<file path="src/rtl/program_loader_pkg.sv">
// program_loader_pkg
// Shared types and constants for the program loader: the loader FSM state
// encoding, the word geometry and a helper that maps a word index to the
// byte address written into instruction memory.
package program_loader_pkg;

    typedef enum logic [2:0] {
        IDLE     = 3'd0,
        COUNT_LO = 3'd1,
        COUNT_HI = 3'd2,
        DATA     = 3'd3,
        CHECK    = 3'd4,
        DONE     = 3'd5,
        ERROR    = 3'd6
    } loader_state_t;

    localparam int unsigned WORD_BYTES = 4;
    localparam int unsigned BYTE_SHIFT = 2;

    // Byte address of word idx: the index is zero-extended to 32 bits
    // before the shift so no high index bits are lost.
    function automatic logic [31:0] word_addr(input logic [31:0] base,
                                              input logic [15:0] idx);
        return base + ({16'd0, idx} << BYTE_SHIFT);
    endfunction

endpackage

</file>
<file path="src/rtl/word_assembler.sv">
// word_assembler
// Collects accepted bytes into little-endian 32-bit words.
// Ports:
//   clock, reset_n  - clock and asynchronous active-low reset
//   clear_i         - restart at lane 0 (discards any partial word)
//   byte_en_i       - a byte is accepted this cycle
//   byte_i          - the accepted byte
//   last_byte_o     - the next accepted byte completes a word
//   word_valid_o    - registered one-cycle pulse: word_o holds a new word
//   word_o          - last completed word (held between pulses)
module word_assembler
    import program_loader_pkg::*;
(
    input  logic        clock,
    input  logic        reset_n,
    input  logic        clear_i,
    input  logic        byte_en_i,
    input  logic [7:0]  byte_i,
    output logic        last_byte_o,
    output logic        word_valid_o,
    output logic [31:0] word_o
);

    localparam logic [1:0] LAST_LANE = 2'(WORD_BYTES - 1);

    logic [1:0]  byte_idx_q, byte_idx_d;
    logic [23:0] lanes_q, lanes_d;
    logic [31:0] word_q, word_d;
    logic        word_valid_q, word_valid_d;

    // Lane steering: the byte lands in lane byte_idx; the fourth byte is
    // merged with the three held lanes straight into the output word.
    always_comb begin
        byte_idx_d   = byte_idx_q;
        lanes_d      = lanes_q;
        word_d       = word_q;
        word_valid_d = 1'b0;
        if (clear_i) begin
            byte_idx_d = 2'd0;
            lanes_d    = 24'd0;
        end else if (byte_en_i) begin
            byte_idx_d = byte_idx_q + 2'd1;
            case (byte_idx_q)
                2'd0:    lanes_d[7:0]   = byte_i;
                2'd1:    lanes_d[15:8]  = byte_i;
                2'd2:    lanes_d[23:16] = byte_i;
                default: begin
                    word_d       = {byte_i, lanes_q};
                    word_valid_d = 1'b1;
                end
            endcase
        end else begin
            byte_idx_d = byte_idx_q;
        end
    end

    // Assembler state registers.
    always_ff @(posedge clock or negedge reset_n) begin
        if (!reset_n) begin
            byte_idx_q   <= 2'd0;
            lanes_q      <= 24'd0;
            word_q       <= 32'd0;
            word_valid_q <= 1'b0;
        end else begin
            byte_idx_q   <= byte_idx_d;
            lanes_q      <= lanes_d;
            word_q       <= word_d;
            word_valid_q <= word_valid_d;
        end
    end

    assign last_byte_o  = (byte_idx_q == LAST_LANE);
    assign word_valid_o = word_valid_q;
    assign word_o       = word_q;

endmodule

</file>
<file path="src/rtl/program_loader.sv">
// program_loader
// Receives an image over a valid/ready byte link (16-bit LE word count,
// then 4*N data bytes, each word LSB first), writes each word into
// instruction memory at BASE_ADDR + 4*index, and holds the CPU in reset
// until the image has been loaded completely.
// Optional feature macro LOADER_CHECKSUM_EN: one trailing byte equal to the
// XOR of all data bytes; a mismatch ends the session in error.
// Ports:
//   clock, reset_n          - clock, asynchronous active-low reset
//   start                   - pulse, begins a session from IDLE/DONE/ERROR
//   byte_valid, byte_data   - incoming byte stream
//   byte_ready              - loader accepts a byte this cycle
//   mem_we, mem_addr, mem_wdata - instruction-memory write port
//   cpu_reset               - active-high CPU reset, low only once done
//   busy, done, error       - session status (done/error sticky)
module program_loader
    import program_loader_pkg::*;
#(
    parameter int unsigned MAX_WORDS = 64,
    parameter logic [31:0] BASE_ADDR = 32'h0
) (
    input  logic        clock,
    input  logic        reset_n,
    input  logic        start,
    input  logic        byte_valid,
    input  logic [7:0]  byte_data,
    output logic        byte_ready,
    output logic        mem_we,
    output logic [31:0] mem_addr,
    output logic [31:0] mem_wdata,
    output logic        cpu_reset,
    output logic        busy,
    output logic        done,
    output logic        error
);

    loader_state_t state_q, state_d;
    logic          final_q, final_d;       // final word write in flight
    logic [7:0]    count_lo_q, count_lo_d;
    logic [15:0]   count_q, count_d;
    logic [15:0]   word_idx_q, word_idx_d;
    logic [31:0]   addr_q, addr_d;
    logic          byte_ready_q, byte_ready_d;
    logic          busy_q, busy_d;
    logic          done_q, done_d;
    logic          error_q, error_d;
    logic          cpu_reset_q, cpu_reset_d;
`ifdef LOADER_CHECKSUM_EN
    logic [7:0]    csum_q, csum_d;
`endif

    logic        accept_s;
    logic [15:0] hdr_n_s;
    logic        hdr_bad_s;
    logic        last_byte_s;
    logic        last_word_s;
    logic        asm_en_s;
    logic        asm_clear_s;

    assign accept_s    = byte_valid && byte_ready_q;
    assign hdr_n_s     = {byte_data, count_lo_q};
    assign hdr_bad_s   = (hdr_n_s == 16'd0) || ({16'd0, hdr_n_s} > MAX_WORDS);
    assign last_word_s = (word_idx_q == (count_q - 16'd1));
    assign asm_en_s    = accept_s && (state_q == DATA);
    assign asm_clear_s = accept_s && (state_q == COUNT_HI);

    word_assembler u_word_assembler (
        .clock        (clock),
        .reset_n      (reset_n),
        .clear_i      (asm_clear_s),
        .byte_en_i    (asm_en_s),
        .byte_i       (byte_data),
        .last_byte_o  (last_byte_s),
        .word_valid_o (mem_we),
        .word_o       (mem_wdata)
    );

    // Next-state logic. The write address is captured on the edge that
    // accepts a word's last byte so it lines up with the assembler pulse.
    // After the final word the FSM stays in DATA for the write cycle
    // (final_q) with byte_ready low, then moves to DONE.
    always_comb begin
        state_d    = state_q;
        final_d    = final_q;
        count_lo_d = count_lo_q;
        count_d    = count_q;
        word_idx_d = word_idx_q;
        addr_d     = addr_q;
`ifdef LOADER_CHECKSUM_EN
        csum_d     = csum_q;
`endif
        case (state_q)
            IDLE, DONE, ERROR: begin
                if (start) begin
                    state_d = COUNT_LO;
                    final_d = 1'b0;
                end else begin
                    state_d = state_q;
                end
            end
            COUNT_LO: begin
                if (accept_s) begin
                    count_lo_d = byte_data;
                    state_d    = COUNT_HI;
                end else begin
                    state_d = state_q;
                end
            end
            COUNT_HI: begin
                if (accept_s) begin
                    count_d    = hdr_n_s;
                    word_idx_d = 16'd0;
`ifdef LOADER_CHECKSUM_EN
                    csum_d     = 8'd0;
`endif
                    if (hdr_bad_s) begin
                        state_d = ERROR;
                    end else begin
                        state_d = DATA;
                    end
                end else begin
                    state_d = state_q;
                end
            end
            DATA: begin
                if (final_q) begin
                    state_d = DONE;
                    final_d = 1'b0;
                end else if (accept_s) begin
`ifdef LOADER_CHECKSUM_EN
                    csum_d = csum_q ^ byte_data;
`endif
                    if (last_byte_s) begin
                        addr_d     = word_addr(BASE_ADDR, word_idx_q);
                        word_idx_d = word_idx_q + 16'd1;
                        if (last_word_s) begin
`ifdef LOADER_CHECKSUM_EN
                            state_d = CHECK;
`else
                            final_d = 1'b1;
`endif
                        end else begin
                            state_d = DATA;
                        end
                    end else begin
                        state_d = DATA;
                    end
                end else begin
                    state_d = state_q;
                end
            end
            CHECK: begin
`ifdef LOADER_CHECKSUM_EN
                if (accept_s) begin
                    if (byte_data == csum_q) begin
                        state_d = DONE;
                    end else begin
                        state_d = ERROR;
                    end
                end else begin
                    state_d = state_q;
                end
`else
                state_d = ERROR;
`endif
            end
            default: state_d = ERROR;
        endcase
    end

    // Output decode from the next state so every status output is a flop.
    always_comb begin
        byte_ready_d = 1'b0;
        busy_d       = 1'b0;
        case (state_d)
            COUNT_LO, COUNT_HI, CHECK: begin
                byte_ready_d = 1'b1;
                busy_d       = 1'b1;
            end
            DATA: begin
                byte_ready_d = !final_d;
                busy_d       = 1'b1;
            end
            default: begin
                byte_ready_d = 1'b0;
                busy_d       = 1'b0;
            end
        endcase
    end

    assign done_d      = (state_d == DONE);
    assign error_d     = (state_d == ERROR);
    assign cpu_reset_d = (state_d != DONE);

    // State, counters and registered outputs.
    always_ff @(posedge clock or negedge reset_n) begin
        if (!reset_n) begin
            state_q      <= IDLE;
            final_q      <= 1'b0;
            count_lo_q   <= 8'd0;
            count_q      <= 16'd0;
            word_idx_q   <= 16'd0;
            addr_q       <= BASE_ADDR;
            byte_ready_q <= 1'b0;
            busy_q       <= 1'b0;
            done_q       <= 1'b0;
            error_q      <= 1'b0;
            cpu_reset_q  <= 1'b1;
`ifdef LOADER_CHECKSUM_EN
            csum_q       <= 8'd0;
`endif
        end else begin
            state_q      <= state_d;
            final_q      <= final_d;
            count_lo_q   <= count_lo_d;
            count_q      <= count_d;
            word_idx_q   <= word_idx_d;
            addr_q       <= addr_d;
            byte_ready_q <= byte_ready_d;
            busy_q       <= busy_d;
            done_q       <= done_d;
            error_q      <= error_d;
            cpu_reset_q  <= cpu_reset_d;
`ifdef LOADER_CHECKSUM_EN
            csum_q       <= csum_d;
`endif
        end
    end

    assign byte_ready = byte_ready_q;
    assign mem_addr   = addr_q;
    assign cpu_reset  = cpu_reset_q;
    assign busy       = busy_q;
    assign done       = done_q;
    assign error      = error_q;

endmodule

</file>
<file path="config.mk">
export PLATFORM = sky130hd
export DESIGN_NAME = program_loader
export DESIGN_NICKNAME = d
export VERILOG_FILES = /design/src/rtl/program_loader_pkg.sv /design/src/rtl/word_assembler.sv /design/src/rtl/program_loader.sv
export SDC_FILE = /design/constraint.sdc
export NUM_CORES = 1
export LEC_CHECK = 0
export ABC_CLOCK_PERIOD_IN_PS = 2500
export BUFFER_PORTS_ARGS = -buffer_cell sky130_fd_sc_hd__buf_4
export CELL_PAD_IN_SITES_DETAIL_PLACEMENT = 1
export CELL_PAD_IN_SITES_GLOBAL_PLACEMENT = 1
export CORE_MARGIN = 2
export CORE_UTILIZATION = 30
export CTS_CLUSTER_DIAMETER = 30
export CTS_CLUSTER_SIZE = 40
export DETAILED_ROUTE_END_ITERATION = 8
export PLACE_DENSITY = 0.63
export REMOVE_ABC_BUFFERS = 1
export SETUP_SLACK_MARGIN = 0.1
export SKIP_LAST_GASP = 1
export SYNTH_ARGS = -nofsm -noshare
export SYNTH_HDL_FRONTEND = slang
export SYNTH_SLANG_ARGS = --single-unit
export TNS_END_PERCENT = 1
</file>
<file path="constraint.sdc">
create_clock -name clock -period 2.5 [get_ports clock]
set_input_delay 0.5 -clock clock [delete_from_list [all_inputs] [get_ports clock]]
set_output_delay 0.5 -clock clock [all_outputs]
set_load 0.1 [all_outputs]
</file>
* Yosys cells after proc, flatten, opt, wreduce, memory -nomap -nowiden
Index checks and enable logic that the tools add are counted.
Cells by class: bitwise operators 3, order comparisons 1, reduce and logical (&&, ||, !) cells 25, mux-type cells 32, add/subtract/negate cells 3, equal/unequal tests 20
Operators with widths (count):
- $mux 16 | 4
- $mux 24 | 2
- $pmux 16 s2 | 1
- $mux 3 | 8
- $mux 8 | 3
- $add 16x1->16 const B | 1
- $eq 16x16->1 | 1
- $gt 16x7->1 const B | 1
- $logic_not 16->1 | 1
- $sub 16x1->16 const B | 1
- $eq 3x3->1 const B | 5
- $eq 3x2->1 const B | 4
- $pmux 3 s4 | 1
- $reduce_and 2->1 | 5
- $reduce_bool 2->1 | 5
- $mux 1 | 9
- $reduce_or 3->1 | 3
- $ne 2x2->1 const B | 4
- $eq 3x1->1 const B | 2
- $reduce_and 5->1 | 1
- $eq 2x2->1 const B | 2
- $mux 2 | 2
- $pmux 1 s2 | 2
- $reduce_and 4->1 | 1
- other kinds (11) | 15
Word-level totals: input bits 12, output and inout port bits 70, register bits after elaboration 124

* Depth between registers and ports, before layout
Gate-level depths: netlist (run 1).
depth after elaboration 10, gate-level depth with buffers 8, depth with buffers taken out 8

* Modules after synthesis
A second synthesis (run 1) with hierarchy kept.
Second synthesis, totals: cell total of the unflattened synthesis 524, area, all modules 6125.9 um2
By module, submodules not included:
- program_loader | instances 1, cells each 330, area an instance 3475.8 um2, seq. area each 1627.8 um2
- word_assembler | instances 1, cells each 194, area an instance 2650.0 um2, seq. area each 1476.4 um2

* Worst setup path after synthesis (run 1)
OpenSTA, ideal clock, no wires.
kind reg2reg, start point reg byte_ready_q (netlist: byte_ready), end point reg addr_q[10] (netlist: mem_addr[10]), stages on the path, launching flop included 6, arrival time 2.485 ns, clock period less this slack 2.613 ns, required time 2.372 ns, slack -0.113 ns, cells stage by stage dfrtp_1 > nand4b_1 > nor4b_1 > clkbuf_1 > buf_2 > mux2_1
On the way: cells in the longest elaborated chain, start to end 2
Ends and longest elaborated chain:
- start: declaration | RTL line program_loader.sv:43 | logic byte_ready_q, byte_ready_d;
- start signal: assignment | RTL line program_loader.sv:219 | byte_ready_q <= byte_ready_d;
- $logic_and 1x1->1 | RTL line program_loader.sv:60 | assign accept_s = byte_valid && byte_ready_q;
- $reduce_and 4->1 (no line)
- end signal: assignment | RTL line program_loader.sv:218 | addr_q <= addr_d;
- end: declaration | RTL line program_loader.sv:42 | logic [31:0] addr_q, addr_d;
Every way passes these cells. A chain may end at the register's enable or synchronous reset.

* Worst setup path after layout (run 1)
start point reg count_q[10], end point reg byte_ready_q (netlist: byte_ready)
On the way: cells in the longest elaborated chain, start to end 10, elaborated cells on any way between the ends 19
Ends and longest elaborated chain:
- start: declaration | RTL line program_loader.sv:40 | logic [15:0] count_q, count_d;
- start signal: assignment | RTL line program_loader.sv:216 | count_q <= count_d;
- $sub 16x1->16 (*) | RTL line program_loader.sv:63 | assign last_word_s = (word_idx_q == (count_q - 16'd1));
- $eq 16x16->1 (*) | RTL line program_loader.sv:63
- $mux 3 | RTL line program_loader.sv:136 | if (last_word_s) begin
- $mux 3 | RTL line program_loader.sv:133 | if (last_byte_s) begin
- $mux 3 | RTL line program_loader.sv:129 | end else if (accept_s) begin
- $mux 3 | RTL line program_loader.sv:126 | if (final_q) begin
- $pmux 3 s4 | RTL line program_loader.sv:92 | case (state_q)
- $eq 3x1->1 (tied with other cells) | RTL line program_loader.sv:175 | case (state_d)
- $reduce_or 3->1 | RTL line program_loader.sv:175
- $pmux 1 s2 (*) | RTL line program_loader.sv:175
- via byte_ready_d | RTL line program_loader.sv:43
The timed path passes the listed nets; every way through them passes the cells marked *.

==> metrics.md, run 1 <==
| Metric | Value |
|---|---|
| Synth async-reset ratio | 1.000 |
| Area grow syn2layout | 25.23% |
| Grt ovf | 0 |
| CP Capture Type | flip-flop |
| Dpl cells | 871 |
| RSZ-0062 raised after global routing | yes |
| Synth top area share | 0.5445 |
| Row count | 50 |
| Clock Pin Slew Worst Setup and Hold Paths | 60 ps |
| Average size of a mapped cell | 9.713 µm² |
| Fin nets | 678 |
| Longest Clk Path Bufs | 2 |
| Skew final | 7.371 ps |
| Die H | 141.3 µm |
| CTS Buf Count | 17 |
| Synth cell count leaders | nand2_1, dfrtp_1, o21ai_1 |
| Vias/cell | 4.720 |
| Most used flip-flop cell after synthesis | dfrtp_1 |
| Hpwl dp | 10.30 mm |
| Post-synth top area cell | dfrtp_1 |
| Number of max-cap violations | 0 |
| Max-slew headroom at the worst pin | 0.2541 |
| First-pass GRT wire length | 24.65 mm |
| Most common cell in the netlist | nand2_1 |
| Mapped Cells | 582 |
| Netlist Area Pre-Place | 5653 µm² |
| Seq cells post-synth | 124 |
| Hold WC Path Type | in2async |
| Cts hold-fix bufs | 0 |
| Worst-margin pin slew | 1111 ps |
| Initial core utilization | 0.3042 |
| Slew Limit Fails | 0 |
| Final Setup Violations | 0 |
| GRT Resource Usage Total | 0.1574 |
| Routed WL | 14.50 mm |
| Min Tclk post-route | 2391 ps |
| Reg-to-reg setup timing slack | 110 ps |
| Max FO, Critical Path | 4 |
| Crit share post-route | 0.9565 |
| FF-to-FF Start | count_q[10] |
| Die width | 141.3 µm |
| I/O pin cnt | 82 |
| WP data arrival | 2700 ps |
| Worst setup path class | reg2reg |
| YS warnings | 0 |
| Status | complete, no violations |
| Post-route cell area | 7079 µm² |
| Non-Filler Instances | 906 |
| Pwr dens | 1320 nW/µm² |
| Gpl congestion | 0.8223 |
| TritonCTS clock tree | yes |
| Via count | 4276 |
| Largest net degree at the start of global routing | 42 |
| Startpoint Class | flip-flop |
| Synth top area cells | dfrtp_1, nand2_1, mux2_1 |
| Number of synthesized flops with an enable pin | 0 |
| LEAKAGE | 3.595 nW |
| Core area | 18580 µm² |
| Worst EP required | 2810 ps |
| Share of layout cells above drive strength 1 | 0.1994 |
| Routed WL per cell | 16.01 µm |
| Initial detailed-routing violation count | 136 |
| DR DRC count | 0 |
| IR drop worst, VDD | 0.5629 mV |
| Reg2reg end | byte_ready |
| H-tree levels | 4 |
| Clk_lat worst skew | 430 ps |
| Antenna viol nets, final | 0 |
| Worst reg2reg path depth | 6 |
| Die Area | 19960 µm² |
| Clk sink count | 124 |
| IO Port Bufs | 65 |
| Final Hold Fails | 0 |
| F_max | 0.4182 GHz |
| Initial antenna violation count | 0 |
| Initial DRT Pass Iterations | 4 |
| Synth cell types | 52 |
| Area after DPL | 6416 µm² |
| Sequential-to-total area share from yosys stat | 0.5491 |
| Ant diodes | 0 |
| Vias in the first global route | 4741 |
| Root buffer cell | clkbuf_16 |
[flip-flops by register name, summed over array words and instances (netlist names)]
signal and count:
u_word_assembler.word_o 32, u_word_assembler.lanes_q 24, count_q 16, mem_addr 16
word_idx_q 16, count_lo_q 8, state_q 3, u_word_assembler.byte_idx_q 2
busy 1, byte_ready 1, cpu_reset 1, done 1
error 1, final_q 1, u_word_assembler.word_valid_o 1
[placed cells by master (no fill, tap or decap), types with 10 or more instances in the layout]
cell type / Yosys / layout
nor2_1: 24 / 23
clkbuf_16: 0 / 17
mux2_1: 24 / 24
nor3_1: 10 / 10
conb_1: 1 / 16
xor2_1: 19 / 19
o21ai_1: 26 / 26
nand2_1: 186 / 186
buf_4: 16 / 83
nand3_1: 12 / 12
xnor2_1: 10 / 10
o21ai_0: 14 / 14
dfrtp_1: 123 / 123
[cell families after synthesis]
| family | Yosys count | share of synthesized area |
|---|---|---|
| flip-flops | 124 | 0.5491 |
| multiplexers | 24 | 0.04781 |
| AO/OA/AOI/OAI | 67 | 0.07193 |
| AND/OR/NAND/NOR | 279 | 0.2218 |
| other | 1 | 0.0006634 |
| buffers and inverters | 50 | 0.04405 |
| XOR/XNOR | 30 | 0.04914 |
| adder cells (fa/ha/maj) | 7 | 0.01549 |
[per-stage QoR]
| stage | utilization | setup TNS, ps | hold slack (ps) | total power (W) | setup WS [ps] |
|---|---|---|---|---|---|
| global placement | 0.3453 | 0 | 453.4 | 0.006576 | 81.52 |
| CTS | 0.3807 | 0 | 83.74 | 0.009434 | 81.10 |
| global route | 0.3810 | 0 | 93.19 | 0.009906 | 8.031 |
| floorplan | - | -42000 | 204.4 | 0.005709 | -1529 |
| finish | 0.3810 | 0 | 67.36 | 0.009343 | 108.7 |
| detailed placement | 0.3453 | 0 | 457.6 | 0.006709 | 58.72 |
[worst max-delay path: stages (launching register included)]
cell and delay, ps:
dfrtp_1 380, or4_4 530, or3_4 370, or4_4 420, a221oi_2 230, nand4_1 170, and3_1 190
[layout make-up]
cell class | count | area [µm²]
clock inverters | 13 | 191.4
flip-flops and latches | 124 | 3104
inverters | 9 | 33.78
repair buffers | 84 | 643.1
fillers | 2105 | 11500
clock buffers | 19 | 442.9
multi-input cells | 423 | 2371
well taps | 234 | 292.8
[how the worst max path moves through the flow]
| stage | depth (start not counted) | start | end | slack (ps) |
|---|---|---|---|---|
| detailed placement | 6 | count_q[8] | byte_ready | 60 |
| global placement | 6 | count_q[8] | byte_ready | 80 |
| global route | 9 | count_q[0] | final_q | 8 |
| floorplan | 6 | byte_ready | byte_ready | -1530 |
| finish | 6 | count_q[10] | byte_ready | 110 |
| CTS | 6 | count_q[10] | byte_ready | 80 |
[layer usage]
layer  up-vias  routed length (µm)  global-route usage
met3        15                 503             0.03982
met4         0                 200             0.05421
met1      2121                6739              0.1982
met5         -                   0                   0
met2        77                7061              0.2644
li1       2063                   -                   -
[repair_timing]
item / 4_1_cts / 5_1_grt
cloned: 0 / 0
pin swaps: 3 / 1
endpoints found under the setup margin: 1 / 2
resized for setup: 0 / 1
setup buffers: 3 / 0
[where the power goes]
group | switching, W | leakage [nW] | internal (W)
combinational | 0.00261 | 1.64 | 0.00102
sequential | 0.000481 | 1.65 | 0.00258
clock | 0.000945 | 0.305 | 0.00170
Note: power is estimated with default switching activity, not from simulation.
==> run 2: changes to the inputs <==
- CELL_PAD_IN_SITES_DETAIL_PLACEMENT: 1 -> default
- CELL_PAD_IN_SITES_GLOBAL_PLACEMENT: 1 -> default
- PLACE_DENSITY: 0.63 -> 0.52
==> metrics.md, run 2 (synthesis gave the netlist of run 1 again) <==
| Metric | Value |
|---|---|
| Max FFs per register | 32 |
| Die Area | 19960 µm² |
| CP max stage delay | 540 ps |
| CTS Buf Count | 17 |
| Initial antenna violation count | 0 |
| Vias in the first global route | 4204 |
| Dpl ws | 60.77 ps |
| IO Port Bufs | 65 |
| Internal power | 0.005036 W |
| Crit path buf inv count | 0 |
| CP max-delay cell | or4_4 |
| Fillers | 1861 |
| Crit-path cells | or4_4, or3_4, or4_4, a221oi_2, nand4_1, and3_1 |
| Hpwl dp | 9.459 mm |
| CP Capture Type | flip-flop |
| Min Tclk post-route | 2389 ps |
| FF-to-FF Start | count_q[10] |
| Initial core utilization | 0.3042 |
| Routed WL per cell | 14.70 µm |
| Hold slack | 313.3 ps |
| Area grow syn2layout | 24.61% |
| Sw Ratio | 0.4403 |
| Clock power frac | 0.259 |
| Sequential share of power | 0.337 |
| Vias/cell | 4.682 |
| Grt ovf | 0 |
| Hold WC Path Type | in2reg |
| Sw Pwr | 0.003962 W |
| Antenna viol nets, final | 0 |
| Gpl congestion | 0.8286 |
| Status | complete, no violations |
| Worst reg2reg path depth | 6 |
| Most frequent CP cell | or4_4 |
| F_max | 0.4186 GHz |
| Via count | 4256 |
| Root buffer cell | clkbuf_16 |
| DR DRC count | 0 |
| Initial DRT Pass Iterations | 4 |
| Startpoint Class | flip-flop |
| Share of layout cells above drive strength 1 | 0.2015 |
| First-pass GRT wire length | 21.80 mm |
| Die H | 141.3 µm |
| Final Hold Fails | 0 |
| IR drop worst, VDD | 0.6732 mV |
| Worst EP required | 2800 ps |
| Pwr dens | 1277 nW/µm² |
| Crit share post-route | 0.9557 |
| RSZ-0062 raised after global routing | yes |
| Hold path depth | 3 |
| Clk sink count | 124 |
| Reg2reg end | byte_ready |
| Largest net degree at the start of global routing | 78 |
| Die width | 141.3 µm |
| LEAKAGE | 3.579 nW |
| Routed WL | 13.37 mm |
| Slew Limit Fails | 0 |
| Row count | 50 |
| Reg-to-reg setup timing slack | 110 ps |
| WP data arrival | 2690 ps |
| Worst Setup EP | byte_ready |
| Core area | 18580 µm² |
| Clock Pin Slew Worst Setup and Hold Paths | 60 ps |
| Comb power frac | 0.404 |
| Crit. Startpoint | count_q[10] |
| Longest Clk Path Bufs | 2 |
| I/O pin cnt | 82 |
| Initial detailed-routing violation count | 233 |
| Max FO, Critical Path | 4 |
| Commonest non-fill, non-tap cells in the layout | nand2_1, dfrtp_1, buf_4, o21ai_1, mux2_1 |
| Commonest non-fill, non-tap cell in the layout | nand2_1 |
| Final Setup Violations | 0 |
| Crit path max-delay family | simple AND/OR/NAND/NOR gates |
| GRT Resource Usage Total | 0.1401 |
| Worst-margin pin slew | 1171 ps |
| Fin nets | 681 |
| CP Depth | 6 |
| Clk_lat worst skew | 420 ps |
| Number of max-cap violations | 0 |
| H-tree levels | 4 |
| Worst setup path class | reg2reg |
| Max-slew headroom at the worst pin | 0.2139 |
| Skew final | 6.210 ps |
| TritonCTS clock tree | yes |
| PnR worst setup slack | 110.9 ps |
| Ant diodes | 0 |
## run 2: changes by cell type in the layout (fill, tap and decap cells not counted), sizes merged
| cell | change |
|---|---|
| buf | +2 |
| bufinv | -3 |
| clkinv | -1 |
| clkinvlp | +2 |
| dlygate4sd3 | +1 |
| inv | +2 |
## run 2: repair_timing
item | 4_1_cts | 5_1_grt
setup endpoints to repair | 1 | 2
gates resized for setup | 0 | 0
hold buffers | 1 | 0
pin swaps | 2 | 2
setup buffers | 3 | 1
hold endpoints to repair | 3 | 0
## run 2: worst min path at each step
stage | startpoint | endpoint | slack (ps)
after floorplan | reset_n | busy | 200
after global placement | reset_n | mem_addr[5] | 320
after detailed placement | reset_n | mem_addr[5] | 320
after CTS | byte_data[4] | count_q[12] | 300
after global routing | byte_data[4] | count_q[12] | 310
final | byte_data[4] | count_q[12] | 310
## run 2: worst reg2reg max path: cells and delay by family, from the launching register on
kind / cells / cell delay (ps)
flops: 1 / 380
compound gates: 1 / 220
simple gates: 5 / 1680
## run 2: power groups by stage
| stage | logic, W | registers [W] | clock network [W] |
|---|---|---|---|
| 2_1_floorplan | 0.00142 | 0.00429 | 0 |
| 3_3_place_gp | 0.00353 | 0.00305 | 0 |
| 3_5_place_dp | 0.00360 | 0.00307 | 0 |
| 4_1_cts | 0.00364 | 0.00304 | 0.00239 |
| 5_1_grt | 0.00391 | 0.00312 | 0.00248 |
| 6_report | 0.00364 | 0.00303 | 0.00233 |
## run 2: layer usage
| layer | GRT usage | share of wire | wire, µm | vias to the layer above |
|---|---|---|---|---|
| li1 | - | - | - | 2075 |
| met1 | 0.1847 | 0.47 | 6251 | 2063 |
| met2 | 0.2210 | 0.47 | 6310 | 105 |
| met3 | 0.04421 | 0.048 | 648 | 13 |
| met4 | 0.04421 | 0.012 | 156 | 0 |
| met5 | 0 | 0 | 0 | - |
## run 2: area by class of cell
cell class	instances	area, µm²	area share
inverters	9	33.78	0.004796
clock buffers	19	452.9	0.06430
multi-input cells	423	2365	0.3357
clock inverters	13	115.1	0.01634
repair buffers	87	680.7	0.09663
flip-flops and latches	124	3104	0.4407
well taps	234	292.8	0.04156
## run 2: stage by stage
step	total power [W]	area, µm²	util	std cells	setup TNS, ps
detailed placement	0.006666	6436	0.3464	872	0
CTS	0.009063	7037	0.3787	908	0
global placement	0.006578	6436	0.3464	872	0
finish	0.008998	7044	0.3791	909	0
floorplan	0.005709	5494	-	556	-42000
global route	0.009512	7044	0.3791	909	0
==> run 3: changes to the inputs <==
- CTS_BUF_LIST: default -> sky130_fd_sc_hd__clkbuf_4 sky130_fd_sc_hd__clkbuf_8 sky130_fd_sc_hd__clkbuf_16
- SYNTH_HIERARCHICAL: default -> 1
==> metrics.md, run 3 <==
| Metric | Value |
|---|---|
| Most frequent CP cell | or4_1 |
| IO Port Bufs | 65 |
| Commonest non-fill, non-tap cells in the layout | dfrtp_1, buf_4, mux2_2, nor2_1 |
| Max FO, Critical Path | 9 |
| Core area | 20100 µm² |
| First-pass GRT wire length | 22.34 mm |
| Longest Clk Path Bufs | 2 |
| Synth top area share | 0.5025 |
| Sequential share of power | 0.332 |
| Vias in the first global route | 4145 |
| Initial DRT Pass Iterations | 4 |
| Seq cells post-synth | 124 |
| GRT Resource Usage Total | 0.1323 |
| Post-synth top area cell | dfrtp_1 |
| Comb power frac | 0.397 |
| Number of synthesized flops with an enable pin | 0 |
| Synth top area cells | dfrtp_1, mux2_2, mux2_4 |
| I/O pin cnt | 82 |
| Mapped Cells | 524 |
| Crit path max-delay family | simple AND/OR/NAND/NOR gates |
| Area after DPL | 6878 µm² |
| Clk sink count | 124 |
| Cts hold-fix bufs | 0 |
| Hpwl dp | 9.175 mm |
| Max-slew headroom at the worst pin | 0.5757 |
| Crit share post-route | 0.9285 |
| Status | complete, no violations |
| Largest net degree at the start of global routing | 60 |
| Gpl congestion | 0.8566 |
| Post-route cell area | 7496 µm² |
| Via count | 4186 |
| TritonCTS clock tree | yes |
| CP max stage delay | 690 ps |
| LEAKAGE | 3.562 nW |
| Final Power | 0.009065 W |
| Routed WL | 13.61 mm |
| WP data arrival | 2610 ps |
| IR drop worst, VDD | 0.4956 mV |
| Synth cell types | 56 |
| Most common cell in the netlist | dfrtp_1 |
| Ant diodes | 0 |
| Crit path buf inv count | 0 |
| Netlist Area Pre-Place | 6126 µm² |
| Hold WC Path Type | in2async |
| Multi-input logic area | 2774 µm² |
| CP max-delay cell | or4_1 |
| Max FFs per register | 32 |
| Average size of a mapped cell | 11.69 µm² |
| Routed WL per cell | 15.60 µm |
| Initial core utilization | 0.3047 |
| Initial detailed-routing violation count | 188 |
| Row count | 52 |
| Antenna viol nets, final | 0 |
| Commonest non-fill, non-tap cell in the layout | dfrtp_1 |
| Sw Ratio | 0.4085 |
| Initial antenna violation count | 0 |
| Die Area | 21580 µm² |
| Sw Pwr | 0.003703 W |
| Synth cell count leaders | dfrtp_1, mux2_2, nor2_1 |
| Pwr dens | 1209 nW/µm² |
| Root buffer cell | clkbuf_16 |
| Internal power | 0.005362 W |
| YS warnings | 6 |
| Number of max-cap violations | 0 |
| Hold slack | 72.78 ps |
| Grt ovf | 0 |
| Final Setup Violations | 0 |
| Area grow syn2layout | 22.37% |
| Reg area | 3104 µm² |
| Clock power frac | 0.271 |
| Clock Pin Slew Worst Setup and Hold Paths | 60 ps |
| Share of layout cells above drive strength 1 | 0.3588 |
| CP Capture Type | flip-flop |
| H-tree levels | 4 |
| DR DRC count | 0 |
| Worst setup path class | reg2reg |
| F_max | 0.4308 GHz |
| Clk_lat worst skew | 420 ps |
| Skew final | 7.253 ps |
| Worst-margin pin slew | 636.5 ps |
| Synth async-reset ratio | 1.000 |
| Startpoint Class | flip-flop |
| Final Hold Fails | 0 |
| Slew Limit Fails | 0 |
| Die H | 146.9 µm |
| Most used flip-flop cell after synthesis | dfrtp_1 |
| Min Tclk post-route | 2321 ps |
| CTS Buf Count | 17 |
| Fin nets | 608 |
| Die width | 146.9 µm |
| Worst EP required | 2790 ps |
| Vias/cell | 4.800 |
| Sequential-to-total area share from yosys stat | 0.5067 |
| Crit-path cells | or4_1, or4_1, o221ai_1, nand4_1, o21ai_1, a31oi_1 |
| Fillers | 1975 |
| RSZ-0062 raised after global routing | yes |
-- run 3: power groups by stage --
stage	registers, W	logic [W]	clock network, W
after floorplan	0.00383	0.00185	0
after global placement	0.00301	0.00351	0
after detailed placement	0.00303	0.00357	0
after CTS	0.00300	0.00359	0.00253
after global routing	0.00309	0.00388	0.00262
final	0.00301	0.00360	0.00246
-- run 3: cell type report --
class	instances	share of cell area
sequential	124	0.4141
multi-input combinational	355	0.3701
timing repair buffer	79	0.08580
clock buffer	20	0.06059
tap	270	0.04507
clock inverter	12	0.01836
inverter	12	0.006009
-- run 3: through the flow --
step	setup TNS [ps]	util	cells	worst slack (ps)
6_report	0	0.3729	872	178.7
3_5_place_dp	0	0.3421	840	73.85
3_3_place_gp	0	0.3421	840	159.3
5_1_grt	0	0.3729	872	46.43
4_1_cts	0	0.3719	872	148.5
2_1_floorplan	-269120	-	491	-3499
-- run 3: worst paths after layout --
kind | start | to | slack, ps | depth (start not counted)
max | count_q[6] | byte_ready | 180 | 6
min | reset_n | u_word_assembler/word_o[14] | 70 | 1
max reg2reg | count_q[6] | byte_ready | 180 | 6
max in group asynchronous | reset_n | cpu_reset | 1700 | 2
min reg2reg | u_word_assembler/lanes_q[3] | u_word_assembler/word_o[3] | 490 | 1
min in group clock | byte_data[6] | u_word_assembler/lanes_q[6] | 390 | 3
-- run 3: cells by family (layout without fill, tap and decap cells) --
group                      after synthesis  after routing  synth area share
xor gates and xnor gates                39             39           0.05801
muxes                                   71             71            0.1481
and+or+nand+nor                        137            137            0.1158
buffers and inverters                   60            123           0.05596
other                                    1             16         0.0006122
DFF                                    124            124            0.5067
adders and majority gates                7              7           0.01430
AOI/OAI and AO/OA                       85             85            0.1005
-- run 3: metal layers --
| layer | vias up | track usage | routed length, µm |
|---|---|---|---|
| met5 | - | 0 | 0 |
| met4 | 0 | 0.04519 | 182 |
| met3 | 20 | 0.03696 | 701 |
| met2 | 118 | 0.2080 | 6276 |
| met1 | 2105 | 0.1767 | 6444 |
| li1 | 1943 | - | - |
-- run 3: timing repair --
| action | in CTS | in global routing |
|---|---|---|
| hold endpoints to repair | 0 | 0 |
| gates resized for setup | 1 | 3 |
| setup endpoints to repair | 1 | 4 |
| buffers inserted | 0 | 0 |
| pin swaps | 0 | 1 |
